**src/rtl/iqmap_pkg.sv**
```systemverilog
// iqmap_pkg: shared definitions for the multi-mode I/Q mapper.
//   mode_e   - modulation mode encodings (reserved code maps like BPSK)
//   state_e  - word-fetch FSM states
//   DEF_*    - default widths and constellation amplitudes
//   bps()    - bits per symbol for a given mode
package iqmap_pkg;

  typedef enum logic [1:0] {
    MODE_BPSK  = 2'd0,
    MODE_QPSK  = 2'd1,
    MODE_QAM16 = 2'd2,
    MODE_RSVD  = 2'd3
  } mode_e;

  typedef enum logic [1:0] {
    ST_IDLE = 2'd0,
    ST_LOAD = 2'd1,
    ST_RUN  = 2'd2
  } state_e;

  localparam int DEF_WORD_W    = 128;
  localparam int DEF_OUT_W     = 11;
  localparam int DEF_AMP_BPSK  = 512;
  localparam int DEF_AMP_QPSK  = 362;
  localparam int DEF_AMP_QAM16 = 162;

  function automatic logic [2:0] bps(input mode_e m);
    case (m)
      MODE_QPSK:  return 3'd2;
      MODE_QAM16: return 3'd4;
      default:    return 3'd1;
    endcase
  endfunction

endpackage

```
**src/rtl/iqmap_if.sv**
```systemverilog
// iqmap_if: reader handshake plus symbol/bit output bus of the mapper.
//   valid_i, reader_data : upstream word source -> mapper
//   reader_en            : mapper -> upstream one-cycle word request
//   xr, xi, valid_o      : signed I/Q symbol and its strobe
//   raw, valid_raw       : serialised bit and its strobe
// The mapper connects to the slave modport; the environment uses master.
interface iqmap_if
  import iqmap_pkg::*;
#(
  parameter int WORD_W = DEF_WORD_W,
  parameter int OUT_W  = DEF_OUT_W
);
  logic                     valid_i;
  logic                     reader_en;
  logic        [WORD_W-1:0] reader_data;
  logic signed [OUT_W-1:0]  xr;
  logic signed [OUT_W-1:0]  xi;
  logic                     valid_o;
  logic                     raw;
  logic                     valid_raw;

  modport master (
    output valid_i, reader_data,
    input  reader_en, xr, xi, valid_o, raw, valid_raw
  );

  modport slave (
    input  valid_i, reader_data,
    output reader_en, xr, xi, valid_o, raw, valid_raw
  );
endinterface

```
**src/rtl/iqmap_lut.sv**
```systemverilog
// iqmap_lut: combinational constellation lookup.
//   mode  in  - modulation mode
//   sym   in  - accumulated symbol bits, bit0 = first serialised bit
//   xr/xi out - signed I/Q levels
// All levels are elaboration-time constants, so the datapath is a pure mux.
module iqmap_lut
  import iqmap_pkg::*;
#(
  parameter int OUT_W     = DEF_OUT_W,
  parameter int AMP_BPSK  = DEF_AMP_BPSK,
  parameter int AMP_QPSK  = DEF_AMP_QPSK,
  parameter int AMP_QAM16 = DEF_AMP_QAM16
) (
  input  mode_e                   mode,
  input  logic [3:0]              sym,
  output logic signed [OUT_W-1:0] xr,
  output logic signed [OUT_W-1:0] xi
);
  localparam int MAX_POS = (2 ** (OUT_W - 1)) - 1;

  if (AMP_BPSK > MAX_POS || AMP_QPSK > MAX_POS || 3 * AMP_QAM16 > MAX_POS) begin : g_amp_chk
    $error("iqmap_lut: amplitude does not fit OUT_W");
  end

  localparam logic signed [OUT_W-1:0] BP_P  = OUT_W'(AMP_BPSK);
  localparam logic signed [OUT_W-1:0] BP_N  = OUT_W'(-AMP_BPSK);
  localparam logic signed [OUT_W-1:0] QP_P  = OUT_W'(AMP_QPSK);
  localparam logic signed [OUT_W-1:0] QP_N  = OUT_W'(-AMP_QPSK);
  localparam logic signed [OUT_W-1:0] Q1_P  = OUT_W'(AMP_QAM16);
  localparam logic signed [OUT_W-1:0] Q1_N  = OUT_W'(-AMP_QAM16);
  localparam logic signed [OUT_W-1:0] Q3_P  = OUT_W'(3 * AMP_QAM16);
  localparam logic signed [OUT_W-1:0] Q3_N  = OUT_W'(-3 * AMP_QAM16);

  // One 16QAM axis: pos selects sign, inner selects the 1x level over 3x.
  function automatic logic signed [OUT_W-1:0] qam_axis(input logic pos, input logic inner);
    case ({pos, inner})
      2'b11:   return Q1_P;
      2'b10:   return Q3_P;
      2'b01:   return Q1_N;
      default: return Q3_N;
    endcase
  endfunction

  always_comb begin
    xr = '0;
    xi = '0;
    case (mode)
      MODE_QPSK: begin
        xr = sym[0] ? QP_P : QP_N;
        xi = sym[1] ? QP_P : QP_N;
      end
      MODE_QAM16: begin
        xr = qam_axis(sym[0], sym[2]);
        xi = qam_axis(sym[1], sym[3]);
      end
      default: begin
        xr = sym[0] ? BP_P : BP_N;
        xi = '0;
      end
    endcase
  end
endmodule

```
**src/rtl/iqmap_multi.sv**
```systemverilog
// iqmap_multi: BPSK/QPSK/16QAM mapper fed by a word reader.
//   CLK   in - clock
//   RST   in - asynchronous active-low reset
//   ce    in - clock enable; low freezes all state and masks strobes
//   mode  in - modulation, sampled at each word load
//   bus      - iqmap_if.slave: valid_i/reader_data/reader_en handshake,
//              xr/xi/valid_o symbol output, raw/valid_raw bit output
// Words are serialised LSB-first. A shadow word is prefetched three bits
// before the end of the current word so the stream stays gapless.
// The upstream reader is assumed to hold reader_data while ce is low.
module iqmap_multi
  import iqmap_pkg::*;
#(
  parameter int WORD_W    = DEF_WORD_W,
  parameter int OUT_W     = DEF_OUT_W,
  parameter int AMP_BPSK  = DEF_AMP_BPSK,
  parameter int AMP_QPSK  = DEF_AMP_QPSK,
  parameter int AMP_QAM16 = DEF_AMP_QAM16
) (
  input  logic       CLK,
  input  logic       RST,
  input  logic       ce,
  input  logic [1:0] mode,
  iqmap_if.slave     bus
);
  localparam int CNT_W = $clog2(WORD_W + 1);

  if (WORD_W % 4 != 0 || WORD_W < 4) begin : g_word_w_chk
    $error("iqmap_multi: WORD_W must be a non-zero multiple of 4");
  end

  state_e                  state_q, state_d;
  logic       [WORD_W-1:0] shift_q, shadow_q;
  logic                    shadow_full_q, fetch_pend_q;
  logic       [CNT_W-1:0]  bits_left_q;
  mode_e                   mode_q;
  logic       [3:0]        sym_q;
  logic       [1:0]        sym_cnt_q;

  logic       [WORD_W-1:0] word_p0;
  logic       [CNT_W-1:0]  left_p0;
  mode_e                   mode_p0;
  logic       [1:0]        cnt_p0;
  logic       [3:0]        sym_p0;
  logic                    bit_p0, emit_p0, last_p0, req;
  logic signed [OUT_W-1:0] lut_xr, lut_xi;

  logic                    raw_p1, vld_raw_p1, vld_o_p1;
  logic signed [OUT_W-1:0] xr_p1, xi_p1;

  // Stage p0: pick the bit source (fresh reader word in LOAD, shift register
  // in RUN) and fold the bit into the symbol being built.
  always_comb begin
    state_d = state_q;
    word_p0 = shift_q;
    left_p0 = bits_left_q;
    mode_p0 = mode_q;
    cnt_p0  = sym_cnt_q;
    emit_p0 = 1'b0;
    req     = 1'b0;
    case (state_q)
      ST_IDLE: begin
        if (bus.valid_i) begin
          req     = 1'b1;
          state_d = ST_LOAD;
        end
      end
      ST_LOAD: begin
        word_p0 = bus.reader_data;
        left_p0 = CNT_W'(WORD_W);
        mode_p0 = mode_e'(mode);
        cnt_p0  = 2'd0;
        emit_p0 = 1'b1;
        state_d = ST_RUN;
      end
      ST_RUN: begin
        emit_p0 = 1'b1;
        // Only one request in flight: shadow empty and nothing pending.
        if (bits_left_q == CNT_W'(3) && bus.valid_i && !shadow_full_q && !fetch_pend_q)
          req = 1'b1;
        if (bits_left_q == CNT_W'(1) && !shadow_full_q)
          state_d = ST_IDLE;
      end
      default: state_d = ST_IDLE;
    endcase

    bit_p0         = word_p0[0];
    sym_p0         = (cnt_p0 == 2'd0) ? 4'b0000 : sym_q;
    sym_p0[cnt_p0] = bit_p0;
    last_p0        = ({1'b0, cnt_p0} == (bps(mode_p0) - 3'd1));
  end

  iqmap_lut #(
    .OUT_W     (OUT_W),
    .AMP_BPSK  (AMP_BPSK),
    .AMP_QPSK  (AMP_QPSK),
    .AMP_QAM16 (AMP_QAM16)
  ) u_lut (
    .mode (mode_p0),
    .sym  (sym_p0),
    .xr   (lut_xr),
    .xi   (lut_xi)
  );

  // Stage p1: state update and registered outputs.
  always_ff @(posedge CLK or negedge RST) begin
    if (!RST) begin
      state_q       <= ST_IDLE;
      shift_q       <= '0;
      shadow_q      <= '0;
      shadow_full_q <= 1'b0;
      fetch_pend_q  <= 1'b0;
      bits_left_q   <= '0;
      mode_q        <= MODE_BPSK;
      sym_q         <= '0;
      sym_cnt_q     <= '0;
      raw_p1        <= 1'b0;
      vld_raw_p1    <= 1'b0;
      vld_o_p1      <= 1'b0;
      xr_p1         <= '0;
      xi_p1         <= '0;
    end else if (ce) begin
      state_q    <= state_d;
      vld_raw_p1 <= emit_p0;
      vld_o_p1   <= emit_p0 && last_p0;

      if (req && state_q == ST_RUN)
        fetch_pend_q <= 1'b1;
      if (fetch_pend_q) begin
        shadow_q      <= bus.reader_data;
        shadow_full_q <= 1'b1;
        fetch_pend_q  <= 1'b0;
      end

      if (emit_p0) begin
        raw_p1 <= bit_p0;
        sym_q  <= sym_p0;
        if (last_p0) begin
          xr_p1     <= lut_xr;
          xi_p1     <= lut_xi;
          sym_cnt_q <= 2'd0;
        end else begin
          sym_cnt_q <= cnt_p0 + 2'd1;
        end
        if (left_p0 == CNT_W'(1) && shadow_full_q) begin
          // Hand over to the prefetched word without a bubble.
          shift_q       <= shadow_q;
          bits_left_q   <= CNT_W'(WORD_W);
          mode_q        <= mode_e'(mode);
          shadow_full_q <= 1'b0;
          sym_cnt_q     <= 2'd0;
        end else begin
          shift_q     <= word_p0 >> 1;
          bits_left_q <= left_p0 - CNT_W'(1);
          mode_q      <= mode_p0;
        end
      end
    end
  end

  // Strobes are masked while frozen; the held registers re-present the
  // pending strobe once on the first enabled cycle.
  assign bus.reader_en = req & ce & RST;
  assign bus.valid_raw = vld_raw_p1 & ce;
  assign bus.valid_o   = vld_o_p1 & ce;
  assign bus.raw       = raw_p1;
  assign bus.xr        = xr_p1;
  assign bus.xi        = xi_p1;
endmodule

```
**src/flat_wrapper.sv**
```systemverilog
// flat-port wrapper written by rule: the top's interface ports become plain ports
module iqmap_multi_flat import iqmap_pkg::*;
#(
  parameter int WORD_W    = DEF_WORD_W,
  parameter int OUT_W     = DEF_OUT_W,
  parameter int AMP_BPSK  = DEF_AMP_BPSK,
  parameter int AMP_QPSK  = DEF_AMP_QPSK,
  parameter int AMP_QAM16 = DEF_AMP_QAM16
)
  (CLK, RST, ce, mode, bus_valid_i, bus_reader_data, bus_reader_en, bus_xr, bus_xi, bus_valid_o, bus_raw, bus_valid_raw);
  iqmap_if #(.WORD_W(WORD_W), .OUT_W(OUT_W)) bus_i ();
  input  logic CLK;
  input  logic RST;
  input  logic ce;
  input  logic [1:0] mode;
  input wire logic [$bits(bus_i.valid_i)-1:0] bus_valid_i;
  input wire logic [$bits(bus_i.reader_data)-1:0] bus_reader_data;
  output wire logic [$bits(bus_i.reader_en)-1:0] bus_reader_en;
  output wire logic [$bits(bus_i.xr)-1:0] bus_xr;
  output wire logic [$bits(bus_i.xi)-1:0] bus_xi;
  output wire logic [$bits(bus_i.valid_o)-1:0] bus_valid_o;
  output wire logic [$bits(bus_i.raw)-1:0] bus_raw;
  output wire logic [$bits(bus_i.valid_raw)-1:0] bus_valid_raw;
  assign bus_i.valid_i = bus_valid_i;
  assign bus_i.reader_data = bus_reader_data;
  assign bus_reader_en = bus_i.reader_en;
  assign bus_xr = bus_i.xr;
  assign bus_xi = bus_i.xi;
  assign bus_valid_o = bus_i.valid_o;
  assign bus_raw = bus_i.raw;
  assign bus_valid_raw = bus_i.valid_raw;
  iqmap_multi #(.WORD_W(WORD_W), .OUT_W(OUT_W), .AMP_BPSK(AMP_BPSK), .AMP_QPSK(AMP_QPSK), .AMP_QAM16(AMP_QAM16)) u_core (.CLK(CLK), .RST(RST), .ce(ce), .mode(mode), .bus(bus_i));
endmodule
```
**config.mk**
```make
export PLATFORM = sky130hd
export DESIGN_NAME = iqmap_multi_flat
export DESIGN_NICKNAME = d
export VERILOG_FILES = /design/src/rtl/iqmap_pkg.sv /design/src/rtl/iqmap_if.sv /design/src/rtl/iqmap_lut.sv /design/src/rtl/iqmap_multi.sv /design/src/flat_wrapper.sv
export SDC_FILE = /design/constraint.sdc
export NUM_CORES = 1
export LEC_CHECK = 0
export ABC_CLOCK_PERIOD_IN_PS = 4300
export CORE_MARGIN = 5
export CORE_UTILIZATION = 45
export DETAILED_ROUTE_END_ITERATION = 16
export PLACE_DENSITY_LB_ADDON = 0.2
export SYNTH_ARGS = -nofsm -noshare
export SYNTH_HDL_FRONTEND = slang
export SYNTH_SLANG_ARGS = --single-unit
```
**constraint.sdc**
```tcl
create_clock -name CLK -period 4.3 [get_ports CLK]
set_clock_uncertainty 0.15 [all_clocks]
set_input_delay 0.86 -clock CLK [delete_from_list [all_inputs] [get_ports CLK]]
set_output_delay 0.86 -clock CLK [all_outputs]
set_load 0.05 [all_outputs]
```
==> out/summary.md <==
The flow ran to the end, and the final reports show no timing, DRC or antenna violations. The analysis attributes to net switching a power of 4.09 mW. The worst hold path passes through 2 cells. Setup repair after global routing left no endpoint under its margin. The number of max-slew violations in the final report came out at 0. Once the floorplan was initialized, standard cells occupied 45.9% of the core. Of all cell types, the one taking the most synthesized area is sky130_fd_sc_hd__dfrtp_1. CTS saw 294 sinks. Derived from the worst setup path, the maximum achievable clock frequency is 268 MHz. The logs give 1774 for the filler-free cell count of the finished design and 24.4% for the proportion of power drawn by the clock network.

The tools report the iteration count of the initial detailed-routing pass as 4. After global routing the overflow that remains totals 0. The final hold violation count is 0. Counting cells, the worst reg-to-reg path comes to 8.

For this run, the total global-route usage over all layers was measured as 17.0%. In this run the core area contains 65 standard-cell rows. At the pin with the least slew margin, the transition time is 1.04 ns.

The core box area is 0.0317 mm2, and the combined flip-flop and latch cell area is 0.00736 mm2. Wires add up to 30200 um. The final cell area excluding filler cells was 0.0176 mm2; the largest net degree at the start of global routing was 143. The run gives 2 as the number of antenna violations at the first check in global routing. Measured on the finished design, the core utilization comes to 55.4%. The floorplan die width works out to 190 um. Subtracting the final worst setup slack from the clock period gives 3.74 ns. Compared with the post-synthesis result, the final layout area differs by 20.5%.

The number of vias per cell was 5.32; the count of flip-flops with a built-in enable after synthesis was 0. The worst-case IR drop observed on VDD is 401 uV. The xor-xnor portion of the synthesized cell area came out at 0.241%.

The reported leakage power was 7.48 nW. The run gives 1225 as the gate count of the mapped netlist. Cell at the root of the clock tree: sky130_fd_sc_hd__clkbuf_16. Cell internal power was estimated by the tool at 8.22 mW. The residual DRC count was 0. In the final routed layout, each cell accounts on average for 17.0 um. Headroom to the max-slew limit came out at 30.9%. Max capacitance violation total: 0. Counting tap cells, the placed design contains a total of 1710 instances. The type of the tightest min-delay check was flip-flop to flip-flop. The placed standard-cell area is 0.0163 mm2, and the total clock buffers created by CTS is 35. The run gives 374 as the iteration-0 DRC count of the detailed router. Final weighted congestion in routability-driven placement: 0.792.

Multiplexer cells account for 30.0% of the synthesized area. Global routing consumed, on the met3 layer, 4.13% of the routing resources. The tools report the half-perimeter wire length after detailed placement as 18800 um. The worst setup path is launched from a flip-flop. The synthesized netlist devotes 7.71% of its cell area to compound gates. The met1 track demand over resource in global routing was 22.0%; the number of antenna diodes was 0. The logs give 0.0146 mm2 for the summed instance area of the synthesized netlist and 0 ns for the sum of negative setup slack.

The power density of the placed cells is 701 mW/mm2, and the net count reported at finish is 1493. The area of the multi-input gates came out at 0.00660 mm2. The mean instance size in the synthesized netlist works out to 11.9 um2. The worst-skew pair later-pin latency was 0.52 ns. The top-level port count was 160.

After synthesis, the largest area contributor takes up 50.5% of total cell area. The tools report the required time reported for the critical path endpoint as 3.29 ns. The classification of the worst setup path was flip-flop to output port.

The largest fanout on the critical path came out at 6. TritonCTS built the clock tree. For the post-CTS setup buffer count, the log shows 0.

For this run, the register share of the synthesized area comes to 50.5%. Setup violations remaining at the end of the flow were counted as 0. Per report_power, the sequential group accounts for 37.9% of the total. After clock tree synthesis, the clock-pin slew on the worst setup and hold paths is 0.05 ns. The clock passes through at most 3 buffers.

The main combinational cell family by area after synthesis was multiplexers. The run gives 2.73 ns as the data arrival time of the critical path. The run gives 37.7% as the fraction of power consumed by combinational cells. CTS built an H-tree with a depth of 2.

The number of global-route vias before repair is 9976. Dominant register cell in the synthesized netlist: sky130_fd_sc_hd__dfrtp_1. Layer with the highest usage: met2.

During placement, the flow inserted port buffers numbering 157. The post-cts repair resize count was 0. After synthesis, the cell types taking the most area are sky130_fd_sc_hd__dfrtp_1 (51%), sky130_fd_sc_hd__mux2_2 (21%), sky130_fd_sc_hd__mux2i_1 (9.1%). In this run the remaining antenna-violating nets after routing total 0. Global routing consumed, on the met2 layer, 28.9% of the routing resources. The run gives 0 as the yosys synthesis warning count.

The final critical path takes up 86.9% of the cycle. In the synthesized netlist the async set-or-reset flop fraction comes to 100%. Vertical die dimension: 190 um. The synthesized design contains 294 register bits. In this run switching power makes up 33.2% of total power. In the final layout, the share of cells above drive strength 1 is 25.9%. For the first-pass GRT wire length, the log shows 51200 um. The count of different cell masters after synthesis came out at 58. The die covers 0.0361 mm2. After Yosys synthesis, full adders, half adders and majority gates account for 1.12% of the synthesized area. The worst setup path is captured at an output port. The simple-gate share of the synthesized area came out at 5.94%. The number of vias after detailed routing was 9444; the filler cell count was 2702.
## routing by layer
metal / wire, um / part of all wire, %
met1: 13300 / 44
met2: 14800 / 49
met3: 1620 / 5.4
met4: 520 / 1.7
met5: 24 / 0.079
## worst max-delay path, stage by stage, from the launching register on
cell,delay (ns)
sky130_fd_sc_hd__dfrtp_1,0.42
sky130_fd_sc_hd__nor3_1,0.57
sky130_fd_sc_hd__a41oi_1,0.27
sky130_fd_sc_hd__nor2_1,0.16
sky130_fd_sc_hd__clkdlybuf4s50_1,0.81
## flip-flops by register name, summed over array words and instances (netlist names)
register              cells
u_core.shadow_q         128
u_core.shift_q          128
u_core.bus.xr             9
u_core.bits_left_q        8
u_core.bus.xi             6
u_core.sym_q              4
u_core.mode_q             2
u_core.state_q            2
u_core.sym_cnt_q          2
u_core.bus.raw            1
u_core.fetch_pend_q       1
u_core.shadow_full_q      1
u_core.vld_o_p1           1
u_core.vld_raw_p1         1
## cell usage in the layout (no fill, tap or decap), types with 12 or more instances in the layout
| cell | Yosys | final |
|---|---|---|
| sky130_fd_sc_hd__clkbuf_8 | 0 | 12 |
| sky130_fd_sc_hd__inv_1 | 22 | 22 |
| sky130_fd_sc_hd__o21ai_1 | 60 | 60 |
| sky130_fd_sc_hd__clkdlybuf4s50_1 | 0 | 156 |
| sky130_fd_sc_hd__ha_1 | 13 | 12 |
| sky130_fd_sc_hd__buf_4 | 10 | 12 |
| sky130_fd_sc_hd__o21ai_0 | 80 | 80 |
| sky130_fd_sc_hd__nor2_1 | 14 | 14 |
| sky130_fd_sc_hd__dfrtp_1 | 294 | 294 |
| sky130_fd_sc_hd__nand2_1 | 147 | 145 |
| sky130_fd_sc_hd__mux2_2 | 270 | 270 |
| sky130_fd_sc_hd__mux2i_1 | 133 | 133 |
| sky130_fd_sc_hd__clkbuf_16 | 0 | 36 |
## logic make-up (layout without fill, tap and decap cells)
| logic type | Yosys count | after routing |
|---|---|---|
| AND/OR/NAND/NOR | 200 | 200 |
| flip-flops | 294 | 294 |
| buffers and inverters | 116 | 262 |
| other | 1 | 2 |
| AO/OA/AOI/OAI | 194 | 194 |
| adder cells (fa/ha/maj) | 13 | 13 |
| XOR/XNOR | 4 | 4 |
| multiplexers | 403 | 403 |
## cell type report
| cell class | instances | area share [%] |
|---|---|---|
| sequential | 294 | 41.9 |
| multi-input combinational | 816 | 37.6 |
| timing repair buffer | 177 | 10.3 |
| clock buffer | 55 | 6.22 |
| tap | 402 | 2.86 |
| clock inverter | 8 | 0.599 |
| inverter | 22 | 0.470 |
## cells in the mapped netlist (3+ instances only)
| library cell | count |
|---|---|
| sky130_fd_sc_hd__dfrtp_1 | 294 |
| sky130_fd_sc_hd__mux2_2 | 270 |
| sky130_fd_sc_hd__nand2_1 | 147 |
| sky130_fd_sc_hd__mux2i_1 | 133 |
| sky130_fd_sc_hd__o21ai_0 | 80 |
| sky130_fd_sc_hd__o21ai_1 | 60 |
| sky130_fd_sc_hd__clkbuf_1 | 58 |
| sky130_fd_sc_hd__inv_1 | 22 |
| sky130_fd_sc_hd__nor2_1 | 14 |
| sky130_fd_sc_hd__ha_1 | 13 |
| sky130_fd_sc_hd__a21oi_1 | 11 |
| sky130_fd_sc_hd__buf_4 | 10 |
| sky130_fd_sc_hd__buf_12 | 7 |
| sky130_fd_sc_hd__buf_2 | 7 |
| sky130_fd_sc_hd__buf_6 | 7 |
| sky130_fd_sc_hd__nor3_1 | 7 |
| sky130_fd_sc_hd__and2_1 | 6 |
| sky130_fd_sc_hd__buf_1 | 5 |
| sky130_fd_sc_hd__nand3_1 | 5 |
| sky130_fd_sc_hd__o2bb2ai_1 | 5 |
| sky130_fd_sc_hd__a21o_1 | 4 |
| sky130_fd_sc_hd__o31ai_1 | 4 |
| sky130_fd_sc_hd__a31oi_1 | 3 |
| sky130_fd_sc_hd__nand2b_1 | 3 |
| sky130_fd_sc_hd__nor2b_1 | 3 |
| sky130_fd_sc_hd__o211ai_1 | 3 |
| sky130_fd_sc_hd__or3_1 | 3 |
## final timing paths
path	slack [ns]	endpoint	startpoint
min in group asynchronous	0.60	u_core.shift_q[3]	RST
worst max-delay path	0.56	bus_reader_en	u_core.bits_left_q[3]
max in group asynchronous	1.39	u_core.shadow_q[89]	RST
worst max register to register	0.86	u_core.bus.xi[3]	u_core.state_q[1]
worst min-delay path	0.32	u_core.shift_q[17]	u_core.shift_q[17]
worst min register to register	0.32	u_core.shift_q[17]	u_core.shift_q[17]
## through the flow
| stage | power (mW) | setup WS [ns] | hold slack [ns] |
|---|---|---|---|
| floorplan | 8.22 | 0.519 | 0.285 |
| global placement | 9.24 | 0.570 | 0.299 |
| detailed placement | 9.41 | 0.522 | 0.315 |
| CTS | 12.5 | 0.563 | 0.328 |
| global route | 13.3 | 0.484 | 0.341 |
| finish | 12.3 | 0.562 | 0.321 |
## power by group through the flow
stage | logic [mW] | clock network (mW) | registers (mW)
after global routing | 5.21 | 3.24 | 4.82
after detailed placement | 4.71 | 0 | 4.70
after CTS | 4.72 | 3.12 | 4.66
after global placement | 4.59 | 0 | 4.65
after floorplan | 3.56 | 0 | 4.66
final | 4.63 | 3.01 | 4.66
## repair_timing
item,in CTS,in global routing
setup endpoints to repair,0,0
hold buffers,1,0
endpoints found under the hold margin,9,0
(Power assumes the default switching activity.)
